<file path="src/rtl/onehot_decoder_ctrl.sv">
`default_nettype none
// +--------------------------------------------------------------------------+
// | onehot_decoder_ctrl: registered binary-to-one-hot decoder with enable,   |
// | load strobe and a self-running scan mode with programmable dwell.        |
// | Revision: 1.0                                                            |
// +--------------------------------------------------------------------------+

module onehot_decoder_ctrl #(
  parameter int N    = 3,
  parameter int HOLD = 4
) (
  input  logic                 clk,
  input  logic                 rst_n,
  input  logic                 en,
  input  logic                 mode,
  input  logic                 load,
  input  logic [N-1:0]         a,
  output logic [(1<<N)-1:0]    y,
  output logic [N-1:0]         idx,
  output logic                 valid,
  output logic                 wrap
);

  localparam int              C_W          = 1 << N;
  localparam int              C_CW         = (HOLD > 1) ? $clog2(HOLD) : 1;
  localparam logic [C_CW-1:0] C_CNT_LAST   = C_CW'(HOLD - 1);
  localparam logic [N-1:0]    C_IDX_LAST   = '1;
  localparam logic [0:0]      C_MODE_SCAN  = 1'b1;

  logic [C_W-1:0]  y_d,     y_q;
  logic [N-1:0]    idx_d,   idx_q;
  logic [C_CW-1:0] cnt_d,   cnt_q;
  logic            valid_d, valid_q;
  logic            wrap_d,  wrap_q;

  always_comb begin
    idx_d   = idx_q;
    cnt_d   = cnt_q;
    valid_d = valid_q;
    wrap_d  = 1'b0;

    if (!en) begin
      // Blanking keeps idx and cnt so a later scan resumes where it stopped.
      valid_d = 1'b0;
    end else if (mode == C_MODE_SCAN) begin
      valid_d = 1'b1;
      if (load) begin
        idx_d = a;
        cnt_d = '0;
      end else if (cnt_q == C_CNT_LAST) begin
        cnt_d  = '0;
        idx_d  = idx_q + 1'b1;
        wrap_d = (idx_q == C_IDX_LAST);
      end else begin
        cnt_d = cnt_q + 1'b1;
      end
    end else begin
      cnt_d = '0;
      if (load) begin
        idx_d   = a;
        valid_d = 1'b1;
      end
    end

    // y is decoded from next-state values so the flop output is the one-hot itself.
    y_d = valid_d ? (C_W'(1) << idx_d) : '0;
  end

  always_ff @(posedge clk or negedge rst_n) begin
    if (!rst_n) begin
      y_q     <= '0;
      idx_q   <= '0;
      cnt_q   <= '0;
      valid_q <= 1'b0;
      wrap_q  <= 1'b0;
    end else begin
      y_q     <= y_d;
      idx_q   <= idx_d;
      cnt_q   <= cnt_d;
      valid_q <= valid_d;
      wrap_q  <= wrap_d;
    end
  end

  assign y     = y_q;
  assign idx   = idx_q;
  assign valid = valid_q;
  assign wrap  = wrap_q;

endmodule

`default_nettype wire
</file>
<file path="config.mk">
export PLATFORM = sky130hd
export DESIGN_NAME = onehot_decoder_ctrl
export DESIGN_NICKNAME = d
export VERILOG_FILES = /design/src/rtl/onehot_decoder_ctrl.sv
export SDC_FILE = /design/constraint.sdc
export NUM_CORES = 1
export LEC_CHECK = 0
export ABC_AREA = 1
export CAP_MARGIN = 40
export CORE_MARGIN = 2
export CORE_UTILIZATION = 52
export DETAILED_ROUTE_END_ITERATION = 8
export DONT_BUFFER_PORTS = 1
export GPL_ROUTABILITY_DRIVEN = 0
export GPL_TIMING_DRIVEN = 0
export PLACE_DENSITY = 0.68
export SYNTH_ARGS = -nofsm -noshare
export SYNTH_HDL_FRONTEND = slang
export SYNTH_SLANG_ARGS = --single-unit
</file>
<file path="constraint.sdc">
create_clock -name clk -period 1.3 [get_ports clk]
set_input_delay 0.26 -clock clk [delete_from_list [all_inputs] [get_ports clk]]
set_output_delay 0.26 -clock clk [all_outputs]
set_load 0.05 [all_outputs]
</file>
Yosys cells after proc, flatten, opt, wreduce, memory -nomap -nowiden
Index checks and enable logic that the tools add are counted.

Flip-flop bits (word level): 15. Memory bits (read-only): 0. Logic and storage cells: 26. Bits in latches: 0. Output and inout port bits: 13. Input bits: 8. Memories kept: 0. Memory bits (writable): 0.

Div/mod/pow operators: 0. Reductions and logical operators: 0. Multiplexer cells: 16. Shift-type cells: 1. Add/sub/neg operators: 2. Eq/ne operators: 2. Bitwise logic cells: 0. Order comparisons: 0. Multiply operators: 0.

Operators by type and width (number): $mux 3 (5); $mux 8 (1); $shl 1x3->8 const A (1); $mux 1 (7); $mux 2 (3); $add 3x1->3 const B (1); $eq 3x3->1 const B (1); $add 2x1->2 const B (1); $eq 2x2->1 const B (1).

Longest topological paths before layout
Depth after elaboration: 7. Mapped depth: 9.

Worst setup path before layout
OpenSTA, ideal clock, no wires.

Path type: reg2reg. Start: register idx_q[0] (netlist: idx[0]). End: register y_q[4] (netlist: y[4]). Stages on the path, launching flop included: 7. Setup slack: -0.356 ns. Period minus slack after synthesis: 1.656 ns. Setup time: 0.120 ns. Arrival time: 1.537 ns. Buffers on the path: 0. Cell sequence: dfrtp_1 -> ha_1 -> ha_1 -> o211ai_2 -> nand2_1 -> nand2_1 -> nor2_1.

Longest elaborated chain between the ends: 7. Elaborated cells between the ends (all ways): 8. Classes of those cells: add/sub (1); shift (1); mux (6).

Ends and longest elaborated chain: from (decl) (line 31) `logic [N-1:0] idx_d, idx_q;`; from (signal assigned) (line 78) `idx_q <= idx_d;`; $add 3x1->3 (line 52) `idx_d = idx_q + 1'b1;`; $mux 3 (line 50) `end else if (cnt_q == C_CNT_LAST) begin`; $mux 3 (line 47) `if (load) begin`; $mux 3 (line 45) `end else if (mode == C_MODE_SCAN) begin`; $mux 3 * (line 42) `if (!en) begin`; $shl 1x3->8 * (line 66) `y_d = valid_d ? (C_W'(1) << idx_d) : '0;`; $mux 8 * (line 66); named net y_d[4] (line 30) `logic [C_W-1:0] y_d, y_q;`; to (signal assigned) (line 77) `y_q <= y_d;`; to (decl) (line 30).

The timed path passes the listed nets; every way through them passes the cells marked *. A chain may end at the register's enable or synchronous reset.

Worst setup path after layout
Start: register idx_q[0] (netlist: idx[0]). End: register idx_q[2] (netlist: idx[2]).

Longest elaborated chain between the ends: 5.

Ends and longest elaborated chain (line): $add 3x1->3 (52); $mux 3 (50); $mux 3 (47); $mux 3 (45); $mux 3 (42); named net idx_d[2] (31).

The timed path passes the listed nets, and every way through them passes these cells.

==> impl_metrics.yaml <==
critical_path:
  cp-start-kind: "register"
  crit_path_end_kind: "register"
  crit_family: "flip-flops"
  reg2reg_slack_ns: -0.23
  critPathMaxFanout: 5
  cp_slowest_stage_delay_ns: 0.55
  arrival_ns: 1.68
  cp_common_cell: "ha_4"
  worst-setup-path-type: "register to register"
  required_ns: 1.45
  cp_cell_sequence: "ha_4 > ha_4 > o211ai_4 > buf_4 > o211ai_1"
  path_buf_inv: 1
  critical-path-slowest-cell: "dfrtp_2"
global_route:
  antenna_found_initial: 0
  grt_start_max_net_pins: 16
  grt_use_total: 0.229
  grt_pass1_wl_um: 2330
  overflow: 0
  first_global_vias: 511
yosys:
  synth.avg_cell_area_um2: 9.38
  async_flop_share: 1.00
  synthTopCellsByCount: "dfrtp_1, nand2_1, nor2_1"
  syn_nets: 84
  synth_edf_count: 0
  ys_seq_area_frac: 0.556
  yosysTopAreaCell: "dfrtp_1"
  post_synth_inst_count: 72
  yosysWarnings: 0
  synthTopCellsByArea: "dfrtp_1, nand2_1, ha_1, nor2_1, nand2_2"
  syn_area_um2: 676
  ys_ff_latch: 15
  yosysTopAreaCellShare: 0.556
  synth.distinct_cells: 17
  synthFlopType: "dfrtp_1"
detailed_routing:
  drc: 0
  wl_per_cell_um: 15.2
  vias: 497
  drtIter0Drc: 2
  drt-vias-per-instance: 5.40
  antenna_left: 0
  finalWirelength_um: 1400
  drtPass1Iterations: 3
floorplanning:
  die_h_um: 40.0
  core.rowCount: 12
  dieWidth_um: 40.0
  die_area_mm2: 0.00160
  start_util: 0.584
  ios: 21
  core_mm2: 0.00116
finish:
  nNetsFinal: 91
  stdcell_count: 92
  area_growth_pct: 16.7
  drive_above_1_share: 0.295
  fin_util: 0.682
  design_area_um2: 788
  insertedDiodeCount: 0
power:
  p_per_area_mw_per_mm2: 1350
  p_leak_nw: 0.386
  ir_worst_vdd_uv: 850
  power_mw: 1.07
clocking:
  clock-sinks: 15
  cts_tree: "yes"
  cts_htree_levels: 1
  cts_buffers: 3
  clockBufferDepth: 2
  cts_root_buf: "clkbuf_4"
  clock_latency_ns: 0.27
  path_clk_slew_ns: 0.08
placed_design:
  place_hpwl_um: 1040
  port_buffers: 0
  placed_area_um2: 729
  dpl.cell_count: 86
  dp_slack_ns: -0.217
timing:
  setup_violations: 9
  tightest_slew_ns: 0.661
  fmax_mhz: 654
  rsz0062_at_grt: "true"
  slew_viol_final: 0
  finalCritPeriodShare: 1.18
  hold_slack_ns: 0.0956
  clock_skew_ns: 0.00109
  worst_slack_ns: -0.230
  post-route-min-period_ns: 1.53
  hold_viol: 0
  tns_ns: -1.98
  slew_headroom: 0.558
hold_path:
  timing.hold.worst.class: "primary input to register"
run_status:
  violations: "setup timing"
  status: "finished, violations left"
flow_run:
  max-cap-violations: 0
what timing repair did:
| item | in CTS | in global routing |
|---|---|---|
| endpoints found under the hold margin | 15 | 0 |
| pin swaps | 4 | 0 |
| endpoints found under the setup margin | 9 | 9 |
| gates resized for setup | 2 | 1 |
| hold buffers | 1 | 0 |
| setup buffers | 0 | 1 |
report_power, final:
part	internal [mW]	switching, mW	total [mW]	leakage, nW
Clock	0.119	0.133	0.251	0.0150
Combinational	0.0738	0.104	0.178	0.176
Sequential	0.500	0.137	0.636	0.196
Total	0.692	0.374	1.07	0.386
area by class of cell:
class | count | area [um2]
repair buffers | 2 | 17.5
well taps | 14 | 17.5
inverters | 7 | 26.3
multi-input cells | 50 | 322
flip-flops and latches | 15 | 379
fillers | 88 | 368
clock buffers | 4 | 26.3
worst register-to-register path: cells and delay by family, from the launching register on:
| family | cells | cell delay (ns) |
|---|---|---|
| flops | 1 | 0.55 |
| buf+inv | 1 | 0.15 |
| fa+ha+maj | 2 | 0.45 |
| compound gates | 2 | 0.27 |
logic make-up after synthesis:
family,Yosys count,synth area share
AOI/OAI and AO/OA,8,0.0926
buffers and inverters,7,0.0389
DFF,15,0.556
and+or+nand+nor,38,0.239
adders and majority gates,4,0.0741
path summary, 6_finish.rpt:
kind	endpoint	depth (start not counted)	start
hold reg to reg	cnt_q[1]$_DFFE_PN0P_	1	cnt_q[1]$_DFFE_PN0P_
hold / removal	idx[2]$_DFF_PN0_	1	en
setup reg to reg	idx[2]$_DFF_PN0_	5	idx[0]$_DFF_PN0_
setup / recovery	idx[2]$_DFF_PN0_	5	idx[0]$_DFF_PN0_
max in group asynchronous	idx[1]$_DFF_PN0_	1	rst_n
min in group asynchronous	cnt_q[1]$_DFFE_PN0P_	1	rst_n
flip-flops by register name (all words and copies together), names as in the netlist:
register	cells
cnt_q	2
valid	1
wrap	1
y	8
idx	3
layer usage:
layer,track usage,up-vias,part of all wire
met3,0.0611,2,0.046
met2,0.391,11,0.53
met5,0,-,0
met1,0.276,242,0.42
met4,0.0776,0,0.0057
li1,-,242,-
cells in the final DEF (no fill, tap or decap), types with 2 or more instances in the layout:
cell / netlist / layout
nand3_1: 4 / 3
ha_4: 0 / 2
inv_1: 5 / 5
nand2_1: 15 / 13
dfrtp_2: 0 / 3
nor2_1: 13 / 13
inv_2: 2 / 2
ha_1: 4 / 2
clkbuf_4: 0 / 3
o21ai_2: 1 / 2
nand2_2: 4 / 6
dfrtp_1: 15 / 12
No activity file was read; power rests on OpenSTA's default activity.
